`src/rtl/debounce_pkg.sv`:
```
// Shared types and helpers for the debounce controller slice.
// No logic; constants only.
// No flow control.
package debounce_pkg;

  // Confirm FSM states: two settled levels and two "checking" states
  typedef enum logic [1:0] {
    S_LO     = 2'd0,
    S_CHK_HI = 2'd1,
    S_HI     = 2'd2,
    S_CHK_LO = 2'd3
  } state_t;

  // Ceiling log2, usable in parameter expressions; clog2(1) = 0
  function automatic int clog2(input int v);
    int r;
    int x;
    r = 0;
    x = v - 1;
    while (x > 0) begin
      r = r + 1;
      x = x >> 1;
    end
    return r;
  endfunction

endpackage

```
`src/rtl/debounce_ctrl_sync.sv`:
```
// Flop-chain synchroniser for a raw asynchronous single-bit input.
// Latency: STAGES clocks from D to Q.
// No backpressure; samples every clock.
module sync_chain #(
  parameter int STAGES = 2
) (
  input  logic CLK,
  input  logic RST,
  input  logic D,
  output logic Q
);

  logic [STAGES-1:0] ff;

  // Shift the raw input through the chain; reset clears every stage
  always_ff @(posedge CLK) begin
    if (RST) ff <= '0;
    else     ff <= {ff[STAGES-2:0], D};
  end

  assign Q = ff[STAGES-1];

endmodule

```
`src/rtl/debounce_ctrl.sv`:
```
// Glitch filter: synchronise D, sample on a prescaled tick, accept a new level after STABLE_N agreeing samples.
// Latency: SYNC_STAGES+STABLE_N-1 clocks from capture to Q with DIV=1; add up to DIV-1 per sample otherwise.
// No backpressure; RISE/FALL/GLITCH are single-cycle pulses registered alongside Q.
module debounce_ctrl
  import debounce_pkg::*;
#(
  parameter int SYNC_STAGES = 2,
  parameter int DIV         = 1,
  parameter int STABLE_N    = 3,
  parameter int GCNT_W      = 8
) (
  input  logic              CLK,
  input  logic              RST,
  input  logic              D,
  input  logic              CLR_CNT,
  output logic              Q,
  output logic              RISE,
  output logic              FALL,
  output logic              GLITCH,
  output logic [GCNT_W-1:0] GLITCH_CNT
);

  localparam int CW = clog2(STABLE_N + 1);
  localparam int TW = (DIV > 1) ? clog2(DIV) : 1;
  // cnt value whose next agreeing sample completes the confirm run
  localparam logic [CW-1:0] CNT_LAST = CW'(STABLE_N - 1);
  localparam logic [TW-1:0] TICK_AT  = TW'(DIV - 1);

  logic          s;
  logic          tick;
  logic [TW-1:0] tcnt;
  state_t        state, state_nxt;
  logic [CW-1:0] cnt, cnt_nxt;
  logic          q_nxt, rise_nxt, fall_nxt, glitch_nxt;

  sync_chain #(.STAGES(SYNC_STAGES)) u_sync (
    .CLK (CLK),
    .RST (RST),
    .D   (D),
    .Q   (s)
  );

  assign tick = (tcnt == TICK_AT);

  // Prescaler: count 0..DIV-1 and wrap on the tick cycle
  always_ff @(posedge CLK) begin
    if (RST)       tcnt <= '0;
    else if (tick) tcnt <= '0;
    else           tcnt <= tcnt + 1'b1;
  end

  // Confirm FSM next state: only tick cycles may move it
  always_comb begin
    state_nxt  = state;
    cnt_nxt    = cnt;
    q_nxt      = Q;
    rise_nxt   = 1'b0;
    fall_nxt   = 1'b0;
    glitch_nxt = 1'b0;
    if (tick) begin
      case (state)
        S_LO: begin
          if (s) begin
            if (STABLE_N == 1) begin
              state_nxt = S_HI;
              q_nxt     = 1'b1;
              rise_nxt  = 1'b1;
            end else begin
              state_nxt = S_CHK_HI;
              cnt_nxt   = CW'(1);
            end
          end
        end
        S_CHK_HI: begin
          if (s) begin
            if (cnt == CNT_LAST) begin
              state_nxt = S_HI;
              q_nxt     = 1'b1;
              rise_nxt  = 1'b1;
              cnt_nxt   = '0;
            end else begin
              cnt_nxt = cnt + 1'b1;
            end
          end else begin
            state_nxt  = S_LO;
            glitch_nxt = 1'b1;
            cnt_nxt    = '0;
          end
        end
        S_HI: begin
          if (!s) begin
            if (STABLE_N == 1) begin
              state_nxt = S_LO;
              q_nxt     = 1'b0;
              fall_nxt  = 1'b1;
            end else begin
              state_nxt = S_CHK_LO;
              cnt_nxt   = CW'(1);
            end
          end
        end
        S_CHK_LO: begin
          if (!s) begin
            if (cnt == CNT_LAST) begin
              state_nxt = S_LO;
              q_nxt     = 1'b0;
              fall_nxt  = 1'b1;
              cnt_nxt   = '0;
            end else begin
              cnt_nxt = cnt + 1'b1;
            end
          end else begin
            state_nxt  = S_HI;
            glitch_nxt = 1'b1;
            cnt_nxt    = '0;
          end
        end
        default: begin
          state_nxt = S_LO;
          cnt_nxt   = '0;
        end
      endcase
    end
  end

  // FSM state, filtered level and event pulses; reset drops any pending change silently
  always_ff @(posedge CLK) begin
    if (RST) begin
      state  <= S_LO;
      cnt    <= '0;
      Q      <= 1'b0;
      RISE   <= 1'b0;
      FALL   <= 1'b0;
      GLITCH <= 1'b0;
    end else begin
      state  <= state_nxt;
      cnt    <= cnt_nxt;
      Q      <= q_nxt;
      RISE   <= rise_nxt;
      FALL   <= fall_nxt;
      GLITCH <= glitch_nxt;
    end
  end

  // Saturating glitch counter; a clear beats a same-cycle increment
  always_ff @(posedge CLK) begin
    if (RST)                                  GLITCH_CNT <= '0;
    else if (CLR_CNT)                         GLITCH_CNT <= '0;
    else if (glitch_nxt && !(&GLITCH_CNT))    GLITCH_CNT <= GLITCH_CNT + 1'b1;
  end

endmodule

```
`config.mk`:
```
export PLATFORM = sky130hd
export DESIGN_NAME = debounce_ctrl
export DESIGN_NICKNAME = d
export VERILOG_FILES = /design/src/rtl/debounce_pkg.sv /design/src/rtl/debounce_ctrl_sync.sv /design/src/rtl/debounce_ctrl.sv
export SDC_FILE = /design/constraint.sdc
export NUM_CORES = 1
export LEC_CHECK = 0
export BUFFER_PORTS_ARGS = -buffer_cell sky130_fd_sc_hd__buf_4
export CORE_ASPECT_RATIO = 1.25
export CORE_MARGIN = 1.5
export CORE_UTILIZATION = 40
export CTS_BUF_LIST = sky130_fd_sc_hd__clkbuf_8
export CTS_CLUSTER_SIZE = 16
export DETAILED_ROUTE_END_ITERATION = 8
export GPL_TIMING_DRIVEN = 0
export PLACE_DENSITY = 0.66
export SLEW_MARGIN = 20
export SYNTH_ARGS = -nofsm -noshare
export SYNTH_HDL_FRONTEND = slang
export SYNTH_SLANG_ARGS = --single-unit
```
`constraint.sdc`:
```
create_clock -name CLK -period 1.65 [get_ports CLK]
set_input_delay 0.165 -clock CLK [delete_from_list [all_inputs] [get_ports CLK]]
set_output_delay 0.165 -clock CLK [all_outputs]
set_load 0.1 [all_outputs]
```
**After elaboration in Yosys (flattened, before gate mapping)**

Cells that the tools add are included.

- Add/subtract/negate cells: 3
- Equal/unequal tests: 12
- Multiplexer cells: 22
- Bitwise operators: 4
- Reduce and logical (&&, ||, !) cells: 12

Operator list:

| operator | number |
|---|---|
| 2-to-1 mux 2 bit | 10 |
| one-hot mux 2 bit (4 select lines) | 2 |
| adder 8 x 1 -> 8 bit, second input constant | 1 |
| 2-to-1 mux 1 bit | 8 |
| != test 2 bit, second input constant | 4 |
| AND reduction 8 bit | 1 |
| OR reduction 4 bit | 2 |
| equality test 2 bit, second input constant | 3 |
| AND reduction 6 bit | 1 |
| AND reduction 5 bit | 1 |
| != test 2 x 1 -> 1 bit, second input constant | 2 |
| inverter 1 bit | 4 |
| one-hot mux 1 bit (2 select lines) | 2 |
| OR reduction 2 bit | 2 |
| != test 3 x 2 -> 1 bit, second input constant | 1 |
| != test 3 bit, second input constant | 1 |
| AND reduction 3 bit | 1 |
| adder 2 x 1 -> 2 bit, second input constant | 1 |
| equality test 2 x 1 -> 1 bit, second input constant | 1 |
| zero test 2 bit | 1 |
| nonzero test 2 bit | 1 |
| adder 1 bit, second input constant | 1 |
| logical AND 1 bit | 1 |
| zero test 1 bit | 1 |

- Register bits after elaboration: 19
- Input port bits: 4
- Output and inout bits: 12
- Word-level logic and storage cells: 62

**Depth between registers and ports, before layout**

Gate-level depths: netlist of run 1.

- Depth after elaboration: 4
- Gate-level depth with buffers: 5
- Gate-level depth less buffers: 5

**Modules after synthesis**

Synthesis of run 1 repeated with hierarchy kept, for this count alone.

- Cells, all modules: 86
- Area total of the unflattened synthesis: 797.0 sq um

By module, submodules not included:

| module | times used | cells each | area an instance (sq um) | seq. area each (sq um) |
|---|---|---|---|---|
| debounce_ctrl | 1 | 82 | 744.5 | 340.3 |
| sync_chain | 1 | 4 | 52.6 | 40.0 |

**Worst setup path before layout of run 1**

Ideal clock, no wire load.

- Kind: register -> register
- Start point: register GLITCH_CNT[4]
- End point: register GLITCH_CNT[1]
- Setup time: 0.123 ns
- Data arrival time: 2.037 ns
- Required time: 1.527 ns
- Path slack: -0.510 ns
- Stages on the path, launching flop included: 5
- Buffers on the path: 0
- Period minus slack after synthesis: 2.160 ns
- Cells stage by stage: dfxtp_1 nand4_1 o311ai_4 mux2i_1 nor2_1

- Word-level cells in the longest chain between the ends: 3

Ends and longest elaborated chain:

| what | RTL line | RTL |
|---|---|---|
| start: declaration | debounce_ctrl.sv:20 | `output logic [GCNT_W-1:0] GLITCH_CNT` |
| start signal: assignment | debounce_ctrl.sv:149 | `else if (glitch_nxt && !(&GLITCH_CNT)) GLITCH_CNT <= GLITCH_CNT + 1'b1;` |
| AND reduction 8 bit | debounce_ctrl.sv:149 |  |
| zero test 1 bit | debounce_ctrl.sv:149 |  |
| logical AND 1 bit | debounce_ctrl.sv:149 |  |

Every way passes these cells.
A chain may end at the register's enable or synchronous reset.

**Final worst setup path of run 1**

- Start point: register GLITCH_CNT[0]
- End point: register GLITCH_CNT[0]

- Word-level cells in the longest chain between the ends: 3
- Elaborated cells on any way between the ends: 4
- Classes of those cells: 1 x add/sub; 3 x reduce/logical

Ends and longest elaborated chain:

| what |
|---|
| parallel branches: the longest is 3 deep, another holds adder 8 x 1 -> 8 bit |

Several ways; the timed one is not identified.

==> results of run 1 <==
[kinds of logic after synthesis]
group | share of synthesized area [%]
buf+inv | 2.00
other cells | 0.460
mux | 2.46
compound gates | 14.7
flops | 46.7
xor+xnor | 6.61
simple gates | 25.5
fa+ha+maj | 1.54
[cell usage after synthesis, drive strengths merged, types with 2 or more instances]
cell,n
nor2,8
dfxtp,19
clkbuf,2
o21ai,6
or2,2
nand3,3
xor2,3
nand2,7
mux2i,2
or3,3
a21oi,8
nand4,2
nor4b,2
nor2b,2
[per-stage QoR]
step / hold slack, ps / area, um2 / setup WS, ps
6_report: 118 / 1030 / 109
5_1_grt: 126 / 1030 / 3.95
4_1_cts: 120 / 1020 / 21.3
3_5_place_dp: 384 / 977 / 55.8
3_3_place_gp: 385 / 977 / 61.1
2_1_floorplan: 293 / 840 / 21.3
[registers in the layout, indices dropped and copies added (netlist names), named ones only]
register    flops
tcnt            1
cnt             2
FALL            1
u_sync.ff       2
GLITCH          1
Q               1
state           1
GLITCH_CNT      8
RISE            1
[routing by layer]
layer	vias to the layer above	part of all wire (%)
met5	-	0
li1	344	-
met4	0	2.1
met3	5	3.4
met2	11	47
met1	315	47
[power groups by stage]
stage	logic (mW)	clock network, mW	registers (mW)
5_1_grt	0.0634	0.348	0.465
6_report	0.0587	0.322	0.464
4_1_cts	0.0623	0.327	0.461
3_5_place_dp	0.0620	0	0.472
3_3_place_gp	0.0610	0	0.471
2_1_floorplan	0.0272	0	0.490
[cell type report]
cell class | instances | area share [%]
Clock buffer | 3 | 4.00
Multi-Input combinational cell | 63 | 40.9
Inverter | 1 | 0.363
Tap cell | 20 | 2.42
Sequential cell | 19 | 39.5
Timing Repair Buffer | 16 | 11.6
Clock inverter | 1 | 0.484
Buffer | 2 | 0.726
[critical path: stages, from the launching register on]
cell	delay, ps
dfxtp_4	370
ha_1	180
inv_2	60
o311ai_4	440
buf_4	190
xor2_1	140
nor2_1	50
[path summary, 6_finish.rpt]
path / start / end / slack, ps / cells after the start
max: GLITCH_CNT[0] / GLITCH_CNT[0] / 110 / 6
max reg2reg: GLITCH_CNT[0] / GLITCH_CNT[0] / 110 / 6
min: D / u_sync.ff[0] / 120 / 2
min reg2reg: u_sync.ff[0] / u_sync.ff[1] / 440 / 1
[what timing repair did]
| item | CTS | global route |
|---|---|---|
| hold endpoints to repair | 0 | 0 |
| setup buffers | 0 | 1 |
| setup endpoints to repair | 0 | 2 |
| gates resized for setup | 0 | 5 |
==> impl_results.md, run 1 <==
* Rows at 18
* Aggregate routed wire length at 1.49 mm
* Internal power at 0.645 mW
* First-pass DRT Iterations at 4
* Switch Pwr at 0.199 mW
* Most frequent cells in the layout: 16 x buf_4, 9 x dfxtp_1, 8 x nor2_1
* Die ar. at 2320 um2
* Avg Inst Size Synth at 9.47 um2
* Area of the multi-input gates at 423 um2
* Crit-path max FO at 8
* CTS tree: built
* Area fraction of the dominant cell type after synthesis at 46.7%
* WS Path Type: flip-flop to flip-flop
* Max Slew Vio Count at 0
* Skew final at 0.863 ps
* Vias/cell at 5.40
* Commonest non-fill, non-tap cell in the layout: buf_4
* Initial Utilization at 41.6%
* CP required at 1790 ps
* DRC violations left at 0
* Global route hottest layer: met2
* Clk_lat worst skew at 250 ps
* Vias in the first global route at 627
* Maximum VDD drop at 499 uV
* Sequential Area at 408 um2
* Seq pwr share at 54.9%
* Fin. Hold Viols at 0
* M3 GR Usage at 3.41%
* Clock slew at reported path FFs at 70 ps
* Power Total at 0.845 mW
* Combinational power share at 6.9%
* Number of synthesized flops with an enable pin at 0
* Leak at 0.381 nW
* Startpoint class of the critical path: flip-flop
* Min-delay worst type: input pin to flip-flop
* IO buf count at 15
* H-tree levels at 1
* Die height at 53.5 um
* Final HPWL DP at 1.08 mm
* Area Growth Syn to Fin at 26.9%
* Netlist cell types at 32
* Power share of the clock group at 38.1%
* Initial antenna violation count at 0
* Top Ports at 16
* Syn Nets at 91
* Largest net degree at the start of global routing at 12
* PD cells at 817 nW/um2
* Cell count after synthesis at 86
* Overall Global Routing Usage at 15.0%
* DR iter-0 viols at 2
* Synth area leaders: dfxtp_1 47%, a21oi_1 4.9%, o21ai_0 3.7%
* Switch share at 23.6%
* Setup TNS Final at 0 ps
* Yosys Warn Count at 0
* Clk root buf: clkbuf_8
* Via count at 675
* RSZ-0062 raised after global routing: false
* Placed Cells at 121
* Gr ovfl total at 0
* Max Root-Sink Buffers at 2
* Ant. Diodes at 0
* Met2 Resource Use GR at 23.1%
* Fraction of layout cells with a size suffix above 1 at 37.1%
* Max Cap Viol at 0
* # clock sinks at 19
* Die Wd at 43.4 um
* Tmin final at 1540 ps
* Main synth FF type: dfxtp_1
* CTS Hold Buffers Added at 0
* Status: completed
* Cell taking the most area after synthesis: dfxtp_1
* FMAX at 649 MHz
* GR met1 Demand/Resource at 18.5%
* Async SR Flop Fraction at 0%
* Core box area at 1960 um2
* CTS buffer count at 3
* Fin crit share at 93.4%
* Final #Nets at 111
* Final setup viols at 0
* Cell Area, Synth at 815 um2
* WP data arrival at 1680 ps
* Routability cong. at 0.716
* Final antenna-violating net count at 0
* Final Util at 52.7%
* WL/cell at 11.9 um
* Crit end category: flip-flop
* Layout Cells excl Fill at 125
* Post-synthesis sequential area ratio at 46.7%
* Filler instances at 194
* Global-route wire length before repair at 2.59 mm
* Yosys reg bits at 19
Note: power is estimated with default switching activity, not from simulation.
==> inputs of run 2 (changes only) <==
--- a/config.mk
+++ b/config.mk
@@ -5,7 +5,7 @@
 export SDC_FILE = /design/constraint.sdc
 export NUM_CORES = 1
 export LEC_CHECK = 0
-export BUFFER_PORTS_ARGS = -buffer_cell sky130_fd_sc_hd__buf_4
+export BUFFER_PORTS_ARGS = -buffer_cell sky130_fd_sc_hd__buf_2
 export CORE_ASPECT_RATIO = 1.25
 export CORE_MARGIN = 1.5
 export CORE_UTILIZATION = 40
@@ -13,7 +13,7 @@
 export CTS_CLUSTER_SIZE = 16
 export DETAILED_ROUTE_END_ITERATION = 8
 export GPL_TIMING_DRIVEN = 0
-export PLACE_DENSITY = 0.66
+export PLACE_DENSITY = 0.65
 export SLEW_MARGIN = 20
 export SYNTH_ARGS = -nofsm -noshare
 export SYNTH_HDL_FRONTEND = slang
==> run 2 against run 1 <==
Combinational power is 11% higher. Sequential power hardly changed. Clock skew is 0.62 ps higher. Clock-buffer cell count did not move. Highest routed layer is now met3.
==> impl_results.md, run 2 (synthesis results as in run 1) <==
* Fraction of layout cells with a size suffix above 1 at 40.0% (was 37.1%)
* Final HPWL DP at 1.10 mm (was 1.08 mm)
* CTS buffer count at 3 (unchanged)
* Max Slew Vio Count at 0 (unchanged)
* M3 GR Usage at 3.07% (was 3.41%)
* WS Path Type: flip-flop to flip-flop (unchanged)
* Die height at 53.5 um (unchanged)
* Reg2Reg Setup Slack at 60 ps (was 110 ps)
* Die Wd at 43.4 um (unchanged)
* Tmin final at 1590 ps (was 1540 ps)
* Slowest CP cell: or4_4 (was o311ai_4)
* Overall Global Routing Usage at 14.2% (was 15.0%)
* Internal power at 0.647 mW (was 0.645 mW)
* Core box area at 1960 um2 (unchanged)
* Area Growth Syn to Fin at 27.8% (was 26.9%)
* WP data arrival at 1770 ps (was 1680 ps)
* Ant. Diodes at 0 (unchanged)
* Rows at 18 (unchanged)
* Aggregate routed wire length at 1.54 mm (was 1.49 mm)
* Most frequent cells in the layout: 15 x buf_2, 9 x dfxtp_1, 8 x nor2_1 (was 16 x buf_4, 9 x dfxtp_1, 8 x nor2_1)
* Fin crit share at 96.5% (was 93.4%)
* Delay-heaviest family, CP: simple AND/OR/NAND/NOR gates (was compound AO/OA/AOI/OAI gates)
* Final #Nets at 116 (was 111)
* Met2 Resource Use GR at 25.1% (was 23.1%)
* Top Ports at 16 (unchanged)
* IO buf count at 15 (unchanged)
* Maximum VDD drop at 630 uV (was 499 uV)
* WL/cell at 11.9 um (about the same)
* CP peak stage delay at 560 ps (was 440 ps)
* Sequential Area at 408 um2 (unchanged)
* Gr ovfl total at 0 (unchanged)
* H-tree levels at 1 (unchanged)
* Hold_sp: D (unchanged)
* Switch share at 22.9% (was 23.6%)
* Min-delay worst type: input pin to flip-flop (unchanged)
* Leak at 0.408 nW (was 0.381 nW)
* Clk root buf: clkbuf_8 (unchanged)
* Filler instances at 188 (was 194)
* PD cells at 806 nW/um2 (was 817 nW/um2)
* Crit end category: flip-flop (unchanged)
* Die ar. at 2320 um2 (unchanged)
* Reg2reg start: GLITCH_CNT[0] (unchanged)
* Switch Pwr at 0.192 mW (was 0.199 mW)
* Commonest non-fill, non-tap cell in the layout: buf_2 (was buf_4)
* Power share of the clock group at 37.3% (was 38.1%)
* Vias/cell at 5.32 (was 5.40)
* Final antenna-violating net count at 0 (unchanged)
* CP startpoint: GLITCH_CNT[0] (unchanged)
* Setup TNS Final at 0 ps (unchanged)
* Placed Cells at 121 (unchanged)
* First-pass DRT Iterations at 4 (unchanged)
* FMAX at 628 MHz (was 649 MHz)
* DR iter-0 viols at 6 (was 2)
* Layout Cells excl Fill at 130 (was 125)
* Max Root-Sink Buffers at 2 (unchanged)
* Worst path bufs/invs at 1 (was 2)
* Initial Utilization at 41.6% (unchanged)
* Reg-to-reg endpoint: GLITCH_CNT[5] (was GLITCH_CNT[0])
* CTS Hold Buffers Added at 0 (unchanged)
* Initial antenna violation count at 0 (unchanged)
* Status: completed (unchanged)
* GR met1 Demand/Resource at 16.1% (was 18.5%)
* Via count at 692 (was 675)
* Seq pwr share at 55.0% (was 54.9%)
* Startpoint class of the critical path: flip-flop (unchanged)
* End of the critical path: GLITCH_CNT[5] (was GLITCH_CNT[0])
* Regs by FF count: GLITCH_CNT x8, cnt x2, u_sync.ff x2 (unchanged)
* Clk_lat worst skew at 250 ps (about the same)
* Max reg flops at 8 (unchanged)
* CTS tree: built (unchanged)
* Fin. Hold Viols at 0 (unchanged)
* Crit-path max FO at 7 (was 8)
* Combinational power share at 7.7% (was 6.9%)
* CP required at 1830 ps (was 1790 ps)
* Max Cap Viol at 0 (unchanged)
* Largest net degree at the start of global routing at 12 (unchanged)
* Worst reg2reg path depth at 5 (was 6)
* Vias in the first global route at 580 (was 627)
* Skew final at 1.48 ps (was 0.863 ps)
* Global route hottest layer: met2 (unchanged)
* Final setup viols at 0 (unchanged)
* DRC violations left at 0 (unchanged)
* Routability cong. at 0.752 (was 0.716)
* Global-route wire length before repair at 2.44 mm (was 2.59 mm)
* Clock slew at reported path FFs at 70 ps (about the same)
* # clock sinks at 19 (unchanged)
* Crit path depth at 5 (was 6)
* RSZ-0062 raised after global routing: false (unchanged)
* Crit-path cells: ha_1, inv_1, o311ai_4, or4_4, a21oi_2 (was ha_1, inv_2, o311ai_4, buf_4, xor2_1, nor2_1)
* Area of the multi-input gates at 427 um2 (was 423 um2)
* Biggest register: GLITCH_CNT (unchanged)
==> run 2: worst min path at each step <==
stage	to	depth (start not counted)
final	u_sync.ff[0]	2
after detailed placement	u_sync.ff[0]	2
after CTS	u_sync.ff[0]	2
after global routing	u_sync.ff[0]	2
after global placement	u_sync.ff[0]	2
after floorplan	u_sync.ff[0]	1
==> run 2: per-layer routing <==
| layer | wire, um | part of all wire (%) | vias to the layer above |
|---|---|---|---|
| met5 | 0 | 0 | - |
| met2 | 816 | 53 | 7 |
| li1 | - | - | 354 |
| met1 | 686 | 45 | 331 |
| met3 | 38 | 2.5 | 0 |
| met4 | 0 | 0 | 0 |
==> run 2: timing repair <==
item                                    4_1_cts  5_1_grt
buffers inserted                              0        5
resized for setup                             0        8
endpoints found under the setup margin        0        1
==> run 2: metrics by stage <==
| stage | area [um2] | hold WS [ps] | util, % | setup slack, ps | total power [mW] |
|---|---|---|---|---|---|
| 4_1_cts | 986 | 133 | 50.3 | 23.6 | 0.840 |
| 2_1_floorplan | 840 | 293 | - | 21.3 | 0.517 |
| 3_5_place_dp | 940 | 391 | 48.0 | 60.6 | 0.530 |
| 3_3_place_gp | 940 | 377 | 48.0 | 59.5 | 0.529 |
| 5_1_grt | 1040 | 160 | 53.1 | 3.91 | 0.874 |
| 6_report | 1040 | 129 | 53.1 | 57.0 | 0.840 |
==> run 2: layout make-up <==
| type | instances | area share, % |
|---|---|---|
| multi-input cells | 63 | 41.0 |
| flip-flops and latches | 19 | 39.2 |
| repair buffers | 20 | 10.8 |
| clock buffers | 3 | 3.97 |
| well taps | 20 | 2.40 |
| plain buffers | 3 | 1.80 |
| clock inverters | 1 | 0.481 |
| inverters | 1 | 0.361 |
==> run 2: power by group through the flow <==
stage / logic (mW) / clock network [mW] / registers [mW]
final: 0.0649 / 0.313 / 0.462
after global routing: 0.0713 / 0.340 / 0.462
after CTS: 0.0587 / 0.320 / 0.461
after detailed placement: 0.0584 / 0 / 0.472
after global placement: 0.0578 / 0 / 0.471
after floorplan: 0.0272 / 0 / 0.490
==> inputs of run 3 (changes only) <==
==> constraint.sdc (replaced) <==
create_clock -name CLK -period 1.6 [get_ports CLK]
set_input_delay 0.16 -clock CLK [delete_from_list [all_inputs] [get_ports CLK]]
set_output_delay 0.16 -clock CLK [all_outputs]
set_load 0.1 [all_outputs]
==> run 3 against run 2 <==
Global-route usage increased by 2.2 points. Fmax is 2.5% higher. Hold slack got worse by 5.3 ps. Sequential share of layout area grew 0.65 points. Power is 0.99% higher. Worst setup slack got worse by 10 ps. Critical path depth unchanged. Largest power group unchanged.
==> impl_results.md, run 3 (synthesis results as in run 1) <==
* Via count at 693 (was 692)
* Overall Global Routing Usage at 16.4% (was 14.2%)
* Power Total at 0.848 mW (was 0.840 mW)
* CP peak stage delay at 500 ps (was 560 ps)
* WL/cell at 12.6 um (was 11.9 um)
* Final antenna-violating net count at 0 (unchanged)
* Status: completed (unchanged)
* Rows at 18 (unchanged)
* Initial antenna violation count at 0 (unchanged)
* DRC violations left at 0 (unchanged)
* WP data arrival at 1730 ps (was 1770 ps)
* Filler instances at 188 (unchanged)
* CTS tree: built (unchanged)
* Max Root-Sink Buffers at 2 (unchanged)
* IO buf count at 15 (unchanged)
* Delay-heaviest family, CP: simple AND/OR/NAND/NOR gates (unchanged)
* Routability cong. at 0.671 (was 0.752)
* Vias/cell at 5.37 (was 5.32)
* Most frequent cells in the layout: 16 x buf_2, 10 x dfxtp_1, 8 x nor2_1 (was 15 x buf_2, 9 x dfxtp_1, 8 x nor2_1)
* Vias in the first global route at 683 (was 580)
* Maximum VDD drop at 660 uV (was 630 uV)
* PD cells at 825 nW/um2 (was 806 nW/um2)
* Fin. Hold Viols at 0 (unchanged)
* Initial Utilization at 41.6% (unchanged)
* Die height at 53.5 um (unchanged)
* Final HPWL DP at 1.17 mm (was 1.10 mm)
* Tmin final at 1550 ps (was 1590 ps)
* CTS buffer count at 3 (unchanged)
* Regs by FF count: GLITCH_CNT x8, cnt x2, u_sync.ff x2 (unchanged)
* Startpoint class of the critical path: flip-flop (unchanged)
* Die Wd at 43.4 um (unchanged)
* Skew final at 0.883 ps (was 1.48 ps)
* Worst path bufs/invs at 1 (unchanged)
* Largest net degree at the start of global routing at 11 (was 12)
* Max Cap Viol at 0 (unchanged)
* CP required at 1780 ps (was 1830 ps)
* # clock sinks at 19 (unchanged)
* Aggregate routed wire length at 1.62 mm (was 1.54 mm)
* Dpl cell area at 942 um2 (was 940 um2)
* Clk root buf: clkbuf_8 (unchanged)
* Setup TNS Final at 0 ps (unchanged)
* Clock slew at reported path FFs at 60 ps (was 70 ps)
* First-pass DRT Iterations at 4 (unchanged)
* Commonest non-fill, non-tap cell in the layout: buf_2 (unchanged)
* Top Ports at 16 (unchanged)
* Area Growth Syn to Fin at 26.1% (was 27.8%)
* DR iter-0 viols at 6 (unchanged)
* Crit-path max FO at 7 (unchanged)
* Crit end category: flip-flop (unchanged)
* Max reg flops at 8 (unchanged)
* Biggest register: GLITCH_CNT (unchanged)
* Max Slew Vio Count at 0 (unchanged)
* Slowest CP cell: or4_4 (unchanged)
* Final Util at 52.4% (was 53.1%)
* Core box area at 1960 um2 (unchanged)
* Global-route wire length before repair at 2.81 mm (was 2.44 mm)
* Layout Cells excl Fill at 129 (was 130)
* Fin area at 1030 um2 (was 1040 um2)
* H-tree levels at 1 (unchanged)
* Leak at 0.401 nW (was 0.408 nW)
* Fraction of layout cells with a size suffix above 1 at 38.5% (was 40.0%)
* Min-delay worst type: input pin to flip-flop (unchanged)
* Final setup viols at 0 (unchanged)
* CTS Hold Buffers Added at 0 (unchanged)
* Die ar. at 2320 um2 (unchanged)
* RSZ-0062 raised after global routing: true (was false)
* WS Path Type: flip-flop to flip-flop (unchanged)
* Ant. Diodes at 0 (unchanged)
* Final #Nets at 115 (was 116)
* Placed Cells at 121 (unchanged)
* FMAX at 644 MHz (was 628 MHz)
* Clk_lat worst skew at 250 ps (about the same)
* Fin crit share at 97.1% (was 96.5%)
* Gr ovfl total at 0 (unchanged)
* Crit-path cells: buf_2, xnor2_4, o311ai_4, or4_4, a21oi_2 (was ha_1, inv_1, o311ai_4, or4_4, a21oi_2)
==> run 3: cell count changes in the layout (fill, tap and decap cells not counted), sizes merged <==
cell / before / now
inv: 1 / 2
clkinv: 1 / 0
buf: 21 / 20
==> run 3: repair_timing <==
item	CTS	global route
resized for setup	2	2
setup buffers	2	2
setup endpoints to repair	2	2
pin swaps	1	2
==> run 3: layout make-up <==
| type | count | area [um2] | share of cell area [%] |
|---|---|---|---|
| Buffer | 3 | 12.5 | 1.22 |
| Clock buffer | 3 | 41.3 | 4.02 |
| Clock inverter | 1 | 3.75 | 0.365 |
| Inverter | 1 | 3.75 | 0.365 |
| Multi-Input combinational cell | 63 | 427 | 41.5 |
| Sequential cell | 19 | 409 | 39.8 |
| Tap cell | 20 | 25.0 | 2.44 |
| Timing Repair Buffer | 19 | 105 | 10.2 |
==> run 3: metal layers <==
| layer | part of all wire, % | track usage [%] |
|---|---|---|
| met5 | 0 | 0 |
| met4 | 1.0 | 10.6 |
| met3 | 2.5 | 3.41 |
| met2 | 52 | 29.1 |
| met1 | 44 | 17.2 |
==> run 3: power by group <==
part	leakage, nW	switching, mW	internal, mW
sequential	0.161	0.00531	0.469
clock	0.0269	0.140	0.170
combinational	0.213	0.0423	0.0207
==> run 3: path summary, 6_finish.rpt <==
check | start | to | slack (ps) | cells after the start
worst min register to register | u_sync.ff[0] | u_sync.ff[1] | 450 | 1
worst min-delay path | D | u_sync.ff[0] | 120 | 2
worst max-delay path | u_sync.ff[1] | GLITCH_CNT[5] | 50 | 5
worst max register to register | u_sync.ff[1] | GLITCH_CNT[5] | 50 | 5
==> run 3: through the flow <==
| stage | worst slack (ps) | hold WS, ps |
|---|---|---|
| 2_1_floorplan | 0.884 | 288 |
| 3_3_place_gp | 21.0 | 368 |
| 3_5_place_dp | -14.0 | 382 |
| 4_1_cts | 9.67 | 120 |
| 5_1_grt | -18.3 | 118 |
| 6_report | 46.5 | 123 |
